$ cat config.mk
export PLATFORM = sky130hd
export DESIGN_NAME = mod_counter
export DESIGN_NICKNAME = d
export VERILOG_FILES = /design/src/rtl/mod_counter_pkg.sv /design/src/rtl/mod_counter.sv
export SDC_FILE = /design/constraint.sdc
export NUM_CORES = 1
export LEC_CHECK = 0
export BUFFER_PORTS_ARGS = -buffer_cell sky130_fd_sc_hd__buf_2
export CORE_ASPECT_RATIO = 0.9
export CORE_MARGIN = 2
export CORE_UTILIZATION = 47
export DETAILED_ROUTE_END_ITERATION = 8
export GPL_TIMING_DRIVEN = 1
export PLACE_DENSITY = 0.76
export SLEW_MARGIN = 40
export SYNTH_ARGS = -nofsm -noshare
export SYNTH_HDL_FRONTEND = slang
export SYNTH_SLANG_ARGS = --single-unit
$ cat constraint.sdc
create_clock -name clock -period 2.3 [get_ports clock]
set_input_delay 0 -clock clock [delete_from_list [all_inputs] [get_ports clock]]
set_output_delay 0 -clock clock [all_outputs]
set_load 0.1 [all_outputs]
$ cat src/rtl/mod_counter_pkg.sv
// Shared encodings for mod_counter: counting modes and ONESHOT FSM states.
package mod_counter_pkg;

    typedef enum logic [1:0] {
        MODE_WRAP    = 2'b00,
        MODE_SAT     = 2'b01,
        MODE_ONESHOT = 2'b10,
        MODE_RSVD    = 2'b11
    } mode_e;

    typedef enum logic [1:0] {
        IDLE = 2'b00,
        RUN  = 2'b01,
        DONE = 2'b10
    } state_e;

endpackage

$ cat src/rtl/mod_counter.sv
// Up/down modulo counter with 0..limit range, WRAP/SAT/ONESHOT terminal behaviour,
// synchronous load and a registered terminal-count pulse.
module mod_counter
    import mod_counter_pkg::*;
#(
    parameter int unsigned WIDTH = 8
) (
    input  logic             clock,
    input  logic             rst,
    input  logic             en,
    input  logic             dir,
    input  logic [1:0]       mode,
    input  logic [WIDTH-1:0] limit,
    input  logic             load,
    input  logic [WIDTH-1:0] load_val,
    input  logic             start,
    output logic [WIDTH-1:0] count,
    output logic             tc,
    output logic             busy
);

    mode_e            mode_q;
    state_e           state, state_nxt;
    logic [WIDTH-1:0] count_nxt;
    logic             tc_nxt;
    logic             oneshot;
    logic             step;
    logic             at_term;

    assign mode_q  = mode_e'(mode);
    assign oneshot = (mode_q == MODE_ONESHOT);
    // Up-count treats anything at or above limit as terminal so loaded
    // out-of-range values fold back into 0..limit on the next step.
    assign at_term = dir ? (count == '0) : (count >= limit);
    assign step    = oneshot ? (en && (state == RUN)) : en;

    always_comb begin
        count_nxt = count;
        tc_nxt    = 1'b0;
        state_nxt = state;

        if (load) begin
            count_nxt = load_val;
        end else if (step) begin
            if (!at_term) begin
                count_nxt = dir ? (count - WIDTH'(1)) : (count + WIDTH'(1));
            end else begin
                tc_nxt = 1'b1;
                case (mode_q)
                    MODE_SAT:     count_nxt = dir ? '0 : limit;
                    MODE_ONESHOT: count_nxt = count;
                    default:      count_nxt = dir ? limit : '0;
                endcase
            end
        end

        if (!oneshot) begin
            state_nxt = IDLE;
        end else begin
            case (state)
                IDLE, DONE: if (start) state_nxt = RUN;
                RUN:        if (!load && step && at_term) state_nxt = DONE;
                default:    state_nxt = IDLE;
            endcase
        end
    end

    always_ff @(posedge clock or posedge rst) begin
        if (rst) begin
            count <= '0;
            tc    <= 1'b0;
            state <= IDLE;
        end else begin
            count <= count_nxt;
            tc    <= tc_nxt;
            state <= state_nxt;
        end
    end

    assign busy = (state == RUN);

endmodule

Word-level counts from Yosys, hierarchy flattened
Cells that the tools add are included.
{ "word_totals": {"reg_bits": 11, "inputBits": 24, "output_inout_bits": 10, "wordCells": 39} }
{ "op_classes": {"add_sub_neg": 2, "magnitude_cmp": 1, "n_eq_ne": 7, "mux": 16, "reduce_logical": 10} }
{ "ops": {"columns": ["cell", "n"], "rows": [
  ["$mux 8", 6],
  ["$pmux 8 s2", 1],
  ["$add 8x1->8 const B", 1],
  ["$ge 8x8->1", 1],
  ["$logic_not 8->1", 1],
  ["$sub 8x1->8 const B", 1],
  ["$mux 2", 3],
  ["$ne 3x3->1 const B", 2],
  ["$mux 1", 5],
  ["$eq 2x1->1 const B", 2],
  ["$eq 2x2->1 const B", 2],
  ["$pmux 2 s2", 1],
  ["$reduce_and 2->1", 2],
  ["$logic_and 1x1->1", 3],
  ["$ne 3x2->1 const B", 1],
  ["$logic_not 2->1", 1],
  ["$reduce_bool 2->1", 1],
  ["$reduce_or 2->1", 1],
  ["$logic_not 1->1", 1]
]} }

Depth between registers and ports, before layout
Gate-level depths: netlist of run 1.
{ "depth": {"ltp_word": 8, "mapped_depth": 9, "depth_no_buf": 8} }

Least setup slack after synthesis of run 1
Ideal clock, no wire load.
{ "synth_path": {"path_type": "register to register", "from": "register state[1]", "to": "register count[3]", "setup_time_ps": 90, "t_arrival_ps": 2908, "required_time_ps": 2210, "setup_slack_ps": -698, "stages_incl_launch_ff": 5, "path_buffers": 0, "period_less_slack_ps": 2998, "path_cell_list": "dfrtp_1 -> nor2b_1 -> o21ai_1 -> or4_1 -> o2111ai_1"} }
{ "synth_via": {"elab_chain_cells": 5} }
{ "synth_rtl": {"columns": ["element", "line", "text"], "rows": [
  ["start, declared", "mod_counter.sv:23", "state_e state, state_nxt;"],
  ["start signal, assigned", "mod_counter.sv:76", "state <= state_nxt;"],
  ["$eq 2x1->1", null, null],
  ["named net busy", "mod_counter.sv:19", "output logic busy"],
  ["$logic_and 1x1->1", "mod_counter.sv:35", "assign step = oneshot ? (en && (state == RUN)) : en;"],
  ["$mux 1", "mod_counter.sv:35", null],
  ["$reduce_bool 2->1 (no line)", null, null],
  ["$reduce_and 2->1 (no line)", null, null],
  ["end signal, assigned", "mod_counter.sv:74", "count <= count_nxt;"],
  ["end, declared", "mod_counter.sv:17", "output logic [WIDTH-1:0] count,"]
]} }
The timed path passes the listed nets, and every way through them passes these cells.
A chain may end at the register's enable or synchronous reset.

Worst setup path after layout of run 1
{ "layout_path": {"from": "register count[3]", "to": "register count[3]"} }
{ "layout_via": {"elab_chain_cells": 5, "word_cells_on_any_way": 11, "classes_between": "2 x add/sub; 1 x order compare; 1 x eq/ne; 5 x mux; 2 x reduce/logical"} }
{ "layout_rtl": {"columns": ["element", "line", "text"], "rows": [
  ["$add 8x1->8 (tied with other cells)", "mod_counter.sv:46", "count_nxt = dir ? (count - WIDTH'(1)) : (count + WIDTH'(1));"],
  ["$mux 8 / $mux 1 (equally long branches)", "mod_counter.sv:46, mod_counter.sv:34", null],
  ["$mux 8", "mod_counter.sv:45", "if (!at_term) begin"],
  ["$mux 8", "mod_counter.sv:44", "end else if (step) begin"],
  ["$mux 8", "mod_counter.sv:42", "if (load) begin"]
]} }
Parallel ways exist; a longest one is shown, timed or not. The select of a mux whose other input is x is not followed.

==> out/metrics.csv, run 1 <==
stage,metric,value,unit
pwr,cellLeakagePower,0.7939,nW
synth,ys_warn_count,0,
sta,rsz_0062_raised_after_global_routing,yes,
sta,fin_crit,2421,ps
setup_path,ff2ff_setup_slack,-120,ps
clock_tree,worst_skew_pair_later_pin_latency,270,ps
synth,ys_async_sr_fraction,100.0,%
setup_path,critical_path_class,reg2reg,
status,failed_checks,setup timing,
setup_path,worst_path_largest_cell_delay,490,ps
sta,setup_viol_count_final,9,
sta,max_freq,413.0,MHz
sta,fin_crit_sh,105.3,%
cells_and_area,area_added_between_synthesis_and_finish,36.85,%
setup_path,r2r_end,count[3],
placement,buffers_on_ports,33,
placement,place.gp.congestion,0.9783,
global_routing,grt_antenna_before_repair,0,
setup_path,worst-path-max-fanout,3,
sta,final_hold_viol_count,0,
hold_path,endpoint_of_the_worst_hold_path,count[4],
synth,post_synth_main_area_contributors,"sky130_fd_sc_hd__dfrtp_1, sky130_fd_sc_hd__ha_1, sky130_fd_sc_hd__inv_1, sky130_fd_sc_hd__a21oi_1, sky130_fd_sc_hd__nand2b_1",
synth,synth_ff_type,sky130_fd_sc_hd__dfrtp_1,
detailed_routing,wire_per_inst,16.89,um
die,fp-row-count,17,
global_routing,grt_remaining_overflow,0,
synth,synth.ff_latch_count,11,
global_routing,maximum_number_of_pins_on_one_net_before_global_route_repair,14,
cells_and_area,number_of_inserted_diodes,0,
clock_tree,cts.sinks,11,
global_routing,number_of_global_route_vias_before_repair,1253,
setup_path,rr_worst_depth,7,
synth,postSynthCellCount,145,
clock_tree,clock_path_buffers,2,
clock_tree,clk_root_buffer_cell,sky130_fd_sc_hd__clkbuf_4,
global_routing,grtUsageTotal,26.06,%
synth,synth_top_cell_by_area,sky130_fd_sc_hd__dfrtp_1,
hold_path,worst_hold_startpoint,load_val[4],
synth,synth_area,1199,sq um
die,floorplan.core_area,2446,sq um
setup_path,timing.rr.start,count[3],
pwr,powerDensity,648.0,nW/um^2
detailed_routing,vias,1348,
placement,place_ws,-121.9,ps
detailed_routing,drtIter0Drc,66,
synth,synthDistinctLibCells,41,
setup_path,worstPathCellList,ha_4 > or4_1 > a221o_1 > a31oi_4 > nor2_4 > or4_4 > o2111ai_2,
status,run_status,"finished, violations left",
synth,postSynthNetCount,184,
placement,dpl.hpwl,3.041,mm
clock_tree,htree_num_levels,1,
die,die_h,51.91,um
synth,syn_area_per_cell,8.267,sq um
sta,timing.final.max_slew_violations,0,
synth,register_area_share_after_synthesis,22.96,%
hold_path,timing.hold.worst_path_depth,2,
die,die_width,57.23,um
setup_path,required_time_of_the_critical_path,2480,ps
detailed_routing,drt.antenna.violating_nets,0,
synth,synth_commonest_cells,"sky130_fd_sc_hd__inv_1, sky130_fd_sc_hd__ha_1, sky130_fd_sc_hd__a21oi_1, sky130_fd_sc_hd__dfrtp_1, sky130_fd_sc_hd__o21ai_0",
setup_path,critPathCaptureType,register,
global_routing,grt_pass1_wl,5.816,mm
sta,postLayoutSetupSlackWorst,-121.4,ps
clock_tree,clock_tree_from_tritoncts,built,
die,fp.dieArea,2971,sq um
clock_tree,clk_pin_slew_worst_paths,70,ps
sta,whs,21.74,ps
pwr,power.total,1.063,mW
setup_path,cpMaxStageDelayCell,sky130_fd_sc_hd__dfrtp_4,
clock_tree,numCtsBuffers,3,
synth,post-synth-top-area-fraction,22.96,%
sta,relSlewSlack,66.27,%
synth,synthMostInstantiatedCell,sky130_fd_sc_hd__inv_1,
synth,synth-edff-count,0,
pwr,power.ir.vdd_worst,523.8,uV
setup_path,setup.worst_path.start_class,register,
cells_and_area,drive_gt1_share,38.46,%
sta,finalSetupTns,-713.7,ps
detailed_routing,remaining_design_rule_violation_count,0,
detailed_routing,detail_route.first_pass.iterations,4,
setup_path,timing.critical_path.from,count[3],
sta,worstMarginPinSlew,502.6,ps
die,start_util,49.00,%
die,top_level_ports,34,
job,max_cap_viol_count,0,
sta,timing.clock.skew,1.603,ps
hold_path,min_path_type,in2reg,
detailed_routing,route.detailed.vias_per_inst,6.045,
setup_path,worst_ep_arrival_time,2600,ps
detailed_routing,routed_wl,3.767,mm
cells_and_area,final_net_count,235,
-- where the power goes --
group | switching [mW] | total, mW | internal (mW)
registers | 0.0313 | 0.256 | 0.224
logic | 0.436 | 0.677 | 0.241
clock network | 0.0634 | 0.131 | 0.0672
total | 0.531 | 1.06 | 0.532
-- per-layer routing --
| metal | vias to the layer above | wire length (um) | part of all wire (%) | global-route usage [%] |
|---|---|---|---|---|
| met1 | 655 | 1570 | 42 | 34.05 |
| met3 | 6 | 189 | 5.0 | 4.229 |
| met5 | - | 0 | 0 | 0 |
| li1 | 642 | - | - | - |
| met2 | 45 | 1926 | 51 | 44.83 |
| met4 | 0 | 81 | 2.2 | 6.977 |
-- repair_timing --
item	CTS	global route
pin swaps	5	6
hold buffers	5	0
setup endpoints to repair	9	10
gates resized for setup	7	8
endpoints found under the hold margin	15	0
setup buffers	1	2
cloned	0	0
-- critical path: cells and delay by family, from the launching register on --
family	cells	cell delay, ps
AO/OA/AOI/OAI	3	640
adder cells (fa/ha/maj)	1	160
flip-flops	1	490
AND/OR/NAND/NOR	3	1050
-- stage by stage --
| step | util [%] | cell area [sq um] | std cells |
|---|---|---|---|
| finish | 67.06 | 1640 | 223 |
| global route | 67.06 | 1640 | 223 |
| CTS | 64.91 | 1588 | 221 |
| detailed placement | 60.41 | 1478 | 211 |
| global placement | 60.41 | 1478 | 211 |
| floorplan | - | 1236 | 145 |
-- kinds of logic after synthesis --
group | Yosys count | synth area share, %
flip-flops | 11 | 22.96
XOR/XNOR | 5 | 3.654
adder cells (fa/ha/maj) | 15 | 16.28
multiplexers | 3 | 2.505
buffers and inverters | 21 | 7.307
AO/OA/AOI/OAI | 50 | 29.75
AND/OR/NAND/NOR | 40 | 17.54
-- worst max-delay path by stage --
stage,to,slack (ps),depth (start not counted)
2_1_floorplan,count[3],-230,7
3_3_place_gp,count[1],-50,8
3_5_place_dp,count[0],-120,7
4_1_cts,count[3],-80,7
5_1_grt,count[6],-180,8
6_report,count[3],-120,7
-- placed cells by master (no fill, tap or decap), types with 2 or more instances in the layout --
cell                            synthesis  layout
sky130_fd_sc_hd__clkbuf_4               0       3
sky130_fd_sc_hd__buf_2                  1      33
sky130_fd_sc_hd__a21o_1                 3       3
sky130_fd_sc_hd__buf_6                  1       2
sky130_fd_sc_hd__ha_1                  14      12
sky130_fd_sc_hd__o21a_1                 4       4
sky130_fd_sc_hd__nor2_1                 7       7
sky130_fd_sc_hd__dfrtp_4                0       2
sky130_fd_sc_hd__xor2_1                 2       2
sky130_fd_sc_hd__inv_1                 17      17
sky130_fd_sc_hd__o221a_2                3       3
sky130_fd_sc_hd__dlygate4sd3_1          0       5
sky130_fd_sc_hd__o21ai_1                2       2
sky130_fd_sc_hd__mux2i_1                3       2
sky130_fd_sc_hd__a211oi_1               2       2
sky130_fd_sc_hd__a21oi_1               12      12
sky130_fd_sc_hd__or4_1                  4       2
sky130_fd_sc_hd__buf_4                  0      10
sky130_fd_sc_hd__or4_4                  0       2
sky130_fd_sc_hd__dfrtp_2                0       6
sky130_fd_sc_hd__nand2_1                7       7
sky130_fd_sc_hd__dfrtp_1               11       3
sky130_fd_sc_hd__o2111ai_2              0       2
sky130_fd_sc_hd__nand3_1                3       3
sky130_fd_sc_hd__o21ai_0                8       7
sky130_fd_sc_hd__nor3_1                 5       4
sky130_fd_sc_hd__o21bai_1               2       2
sky130_fd_sc_hd__xnor2_1                3       3
sky130_fd_sc_hd__o221ai_1               2       2
sky130_fd_sc_hd__nand2b_1               7       7
-- sequential cells by signal, indices dropped and copies added, names as in the netlist --
register	flops
count	8
state	2
tc	1
-- cell type report --
type | count | area [sq um]
clock buffer | 4 | 26.28
fill | 212 | 805.8
inverter | 17 | 63.81
multi-input combinational | 113 | 912.1
sequential | 11 | 290.3
tap | 28 | 35.03
timing repair buffer | 50 | 312.8
Power figures use the tool's default switching activity.
==> run 2: changes to the inputs <==
--- a/config.mk
+++ b/config.mk
@@ -5,10 +5,11 @@
 export SDC_FILE = /design/constraint.sdc
 export NUM_CORES = 1
 export LEC_CHECK = 0
+export ABC_AREA = 1
 export BUFFER_PORTS_ARGS = -buffer_cell sky130_fd_sc_hd__buf_2
 export CORE_ASPECT_RATIO = 0.9
 export CORE_MARGIN = 2
-export CORE_UTILIZATION = 47
+export CORE_UTILIZATION = 48
 export DETAILED_ROUTE_END_ITERATION = 8
 export GPL_TIMING_DRIVEN = 1
 export PLACE_DENSITY = 0.76
==> out/metrics.csv, run 2 <==
stage,metric,value,unit,change
status,run_status,finished clean,,
sta,fin_crit,1843,ps,-578.8 ps
die,fp.dieArea,3307,sq um,+11%
cells_and_area,final-seq-area,277.8,sq um,-4.3%
synth,postSynthNetCount,234,,+27%
setup_path,worst_path_largest_cell_delay,450,ps,-40 ps
pwr,power.ir.vdd_worst,504.2,uV,-3.7%
pwr,cellLeakagePower,0.9196,nW,+16%
setup_path,worst-path-max-fanout,10,,+7
clock_tree,clock_path_buffers,2,,unchanged
setup_path,worstPathCellList,ha_1 > nand2_1 > clkinv_1 > nand2_1 > nand3_2 > nor2_4 > nand2_4 > nand3_4 > nand2_4 > a21boi_1 > nand2_1,,
detailed_routing,drt.antenna.violating_nets,0,,unchanged
clock_tree,worst_skew_pair_later_pin_latency,270,ps,about the same
global_routing,number_of_global_route_vias_before_repair,1167,,-6.9%
sta,final_hold_viol_count,0,,unchanged
sta,fin_crit_sh,80.11,%,-25 points
setup_path,critPathCaptureType,register,,
synth,ys_warn_count,0,,unchanged
setup_path,critical_path_class,reg2reg,,
setup_path,required_time_of_the_critical_path,2460,ps,-20 ps
setup_path,cpMaxStageDelayCell,sky130_fd_sc_hd__dfrtp_2,,
cells_and_area,number_of_inserted_diodes,0,,unchanged
pwr,powerDensity,742.7,nW/um^2,+15%
sta,relSlewSlack,67.59,%,+1.3 points
synth,synth.ff_latch_count,11,,unchanged
sta,finalSetupTns,0,ps,+713.7 ps
setup_path,cpLargestDelayFamily,simple AND/OR/NAND/NOR gates,,
setup_path,worst_path_most_repeated_cell,sky130_fd_sc_hd__nand2_1,,
synth,synth_ff_type,sky130_fd_sc_hd__dfrtp_1,,
synth,syn_area_per_cell,7.045,sq um,-15%
die,die_width,60.39,um,+5.5%
sta,whs,15.91,ps,-5.824 ps
sta,worstMarginPinSlew,489.5,ps,-13.09 ps
synth,synth-edff-count,0,,unchanged
synth,synthMostInstantiatedCell,sky130_fd_sc_hd__nand2_1,,
detailed_routing,detail_route.first_pass.iterations,4,,unchanged
clock_tree,htree_num_levels,1,,unchanged
clock_tree,clock_tree_from_tritoncts,built,,
die,start_util,50.41,%,+1.4 points
detailed_routing,wire_per_inst,11.52,um,-32%
cells_and_area,layout.cells.most_common_list,"sky130_fd_sc_hd__nand2_1, sky130_fd_sc_hd__buf_2, sky130_fd_sc_hd__inv_1, sky130_fd_sc_hd__nand3_1",,
clock_tree,numCtsBuffers,3,,unchanged
die,fp-row-count,18,,+1
die,top_level_ports,34,,unchanged
synth,post-synth-top-area-fraction,20.04,%,-2.9 points
global_routing,grt_remaining_overflow,0,,unchanged
sta,max_freq,542.7,MHz,+31%
placement,buffers_on_ports,33,,unchanged
cells_and_area,fill_cells,275,,+30%
cells_and_area,largest_registers,"count: 8 flops, state: 2 flops, tc: 1 flops",,
sta,rsz_0062_raised_after_global_routing,no,,
detailed_routing,vias,1348,,unchanged
die,die_h,54.76,um,+5.5%
global_routing,grt_antenna_before_repair,0,,unchanged
sta,timing.final.max_slew_violations,0,,unchanged
setup_path,worst_ep_arrival_time,2010,ps,-590 ps
hold_path,min_path_type,in2reg,,
placement,dpl.hpwl,2.565,mm,-16%
die,floorplan.core_area,2725,sq um,+11%
synth,postSynthCellCount,195,,+34%
synth,register_area_share_after_synthesis,20.04,%,-2.9 points
detailed_routing,routed_wl,3.157,mm,-16%
synth,synth_top_cell_by_area,sky130_fd_sc_hd__dfrtp_1,,
synth,post_synth_main_area_contributors,"sky130_fd_sc_hd__dfrtp_1, sky130_fd_sc_hd__nand2_1, sky130_fd_sc_hd__ha_1, sky130_fd_sc_hd__nand3_2, sky130_fd_sc_hd__nand3_1",,
detailed_routing,remaining_design_rule_violation_count,0,,unchanged
synth,synthDistinctLibCells,33,,-20%
setup_path,buf_inv_stages_crit_path,1,,+1
cells_and_area,drive_gt1_share,29.49,%,-9.0 points
job,max_cap_viol_count,0,,unchanged
cells_and_area,largest_register_ffs,8,,unchanged
detailed_routing,route.detailed.vias_per_inst,4.920,,-19%
cells_and_area,final_net_count,274,,+17%
detailed_routing,drtIter0Drc,30,,-55%
global_routing,grt_pass1_wl,5.195,mm,-11%
clock_tree,cts.sinks,11,,unchanged
synth,ys_async_sr_fraction,100.0,%,unchanged
global_routing,grtUsageTotal,21.48,%,-4.6 points
placement,place.gp.congestion,0.8542,,-13%
clock_tree,clk_pin_slew_worst_paths,60,ps,about the same
global_routing,maximum_number_of_pins_on_one_net_before_global_route_repair,16,,+2
cells_and_area,area_added_between_synthesis_and_finish,19.49,%,
clock_tree,clk_root_buffer_cell,sky130_fd_sc_hd__clkbuf_4,,
cells_and_area,multi_input_area,962.2,sq um,+5.5%
cells_and_area,top_register,count,,
sta,setup_viol_count_final,0,,-9
synth,synth_commonest_cells,"sky130_fd_sc_hd__nand2_1, sky130_fd_sc_hd__inv_1, sky130_fd_sc_hd__nand3_1, sky130_fd_sc_hd__nor2_1, sky130_fd_sc_hd__ha_1",,
sta,timing.clock.skew,0.9778,ps,-0.6250 ps
cells_and_area,layout.cells.most_common,sky130_fd_sc_hd__nand2_1,,
synth,synth_area,1374,sq um,+15%
setup_path,setup.worst_path.start_class,register,,
[run 2: cell types whose count changed after synthesis, sizes merged, moves of 5 or more]
cell    change
nand3      +29
o21ai       -7
inv        +12
nand2b      -7
nor2       +10
nand2      +50
or2         +5
a21oi       -5
[run 2: per-layer routing]
metal	wire length (um)	vias to the layer above	global-route usage (%)
met5	0	-	0
met4	46	0	5.556
met3	123	6	4.255
met2	1428	31	35.87
met1	1558	603	28.39
li1	-	708	-
[run 2: repair_timing]
| action | in CTS | in global routing |
|---|---|---|
| setup buffers | 0 | 0 |
| endpoints found under the hold margin | 14 | 0 |
| hold buffers | 4 | 0 |
| gates resized for setup | 0 | 0 |
[run 2: power by group]
part	internal [mW]	leakage, nW	switching, mW
clock	0.0673	0.0150	0.0630
sequential	0.228	0.134	0.0557
combinational	0.233	0.771	0.572
[run 2: area by class of cell]
type / instances / share of cell area (%)
clock buffers: 4 / 1.601
inverters: 30 / 7.317
multi-input cells: 152 / 58.61
flip-flops and latches: 11 / 16.92
well taps: 40 / 3.049
repair buffers: 37 / 12.50
[run 2: tightest hold or removal path, stage by stage]
cell	delay, ps
sky130_fd_sc_hd__buf_2	130
sky130_fd_sc_hd__nand2_1	70
sky130_fd_sc_hd__nand3_2	60
[run 2: per-stage QoR]
stage / area, sq um / power, mW / utilization [%] / instances / worst slack [ps]
2_1_floorplan: 1379 / 0.9283 / - / 195 / 27.01
3_3_place_gp: 1575 / 1.074 / 57.81 / 266 / 488.7
3_5_place_dp: 1575 / 1.083 / 57.81 / 266 / 474.4
4_1_cts: 1642 / 1.219 / 60.24 / 274 / 457.9
5_1_grt: 1642 / 1.316 / 60.24 / 274 / 324.3
6_report: 1642 / 1.219 / 60.24 / 274 / 457.4
[run 2: logic make-up (layout without fill, tap and decap cells)]
| kind of cell | after synthesis | in the layout | share of synthesized area [%] |
|---|---|---|---|
| flip-flops | 11 | 11 | 20.04 |
| adder cells (fa/ha/maj) | 15 | 15 | 14.21 |
| AO/OA/AOI/OAI | 12 | 12 | 5.830 |
| AND/OR/NAND/NOR | 120 | 120 | 46.08 |
| XOR/XNOR | 5 | 5 | 3.735 |
| buffers and inverters | 32 | 71 | 10.11 |
[run 2: path summary, 6_finish.rpt]
path / end / slack [ps] / startpoint / cells past startpoint
setup reg to reg: count[7] / 460 / count[7] / 11
hold / removal: count[2] / 20 / load / 3
max in group asynchronous: count[6] / 1730 / rst / 3
setup / recovery: count[7] / 460 / count[7] / 11
hold reg to reg: count[6] / 560 / count[6] / 2
min in group asynchronous: count[3] / 250 / rst / 3
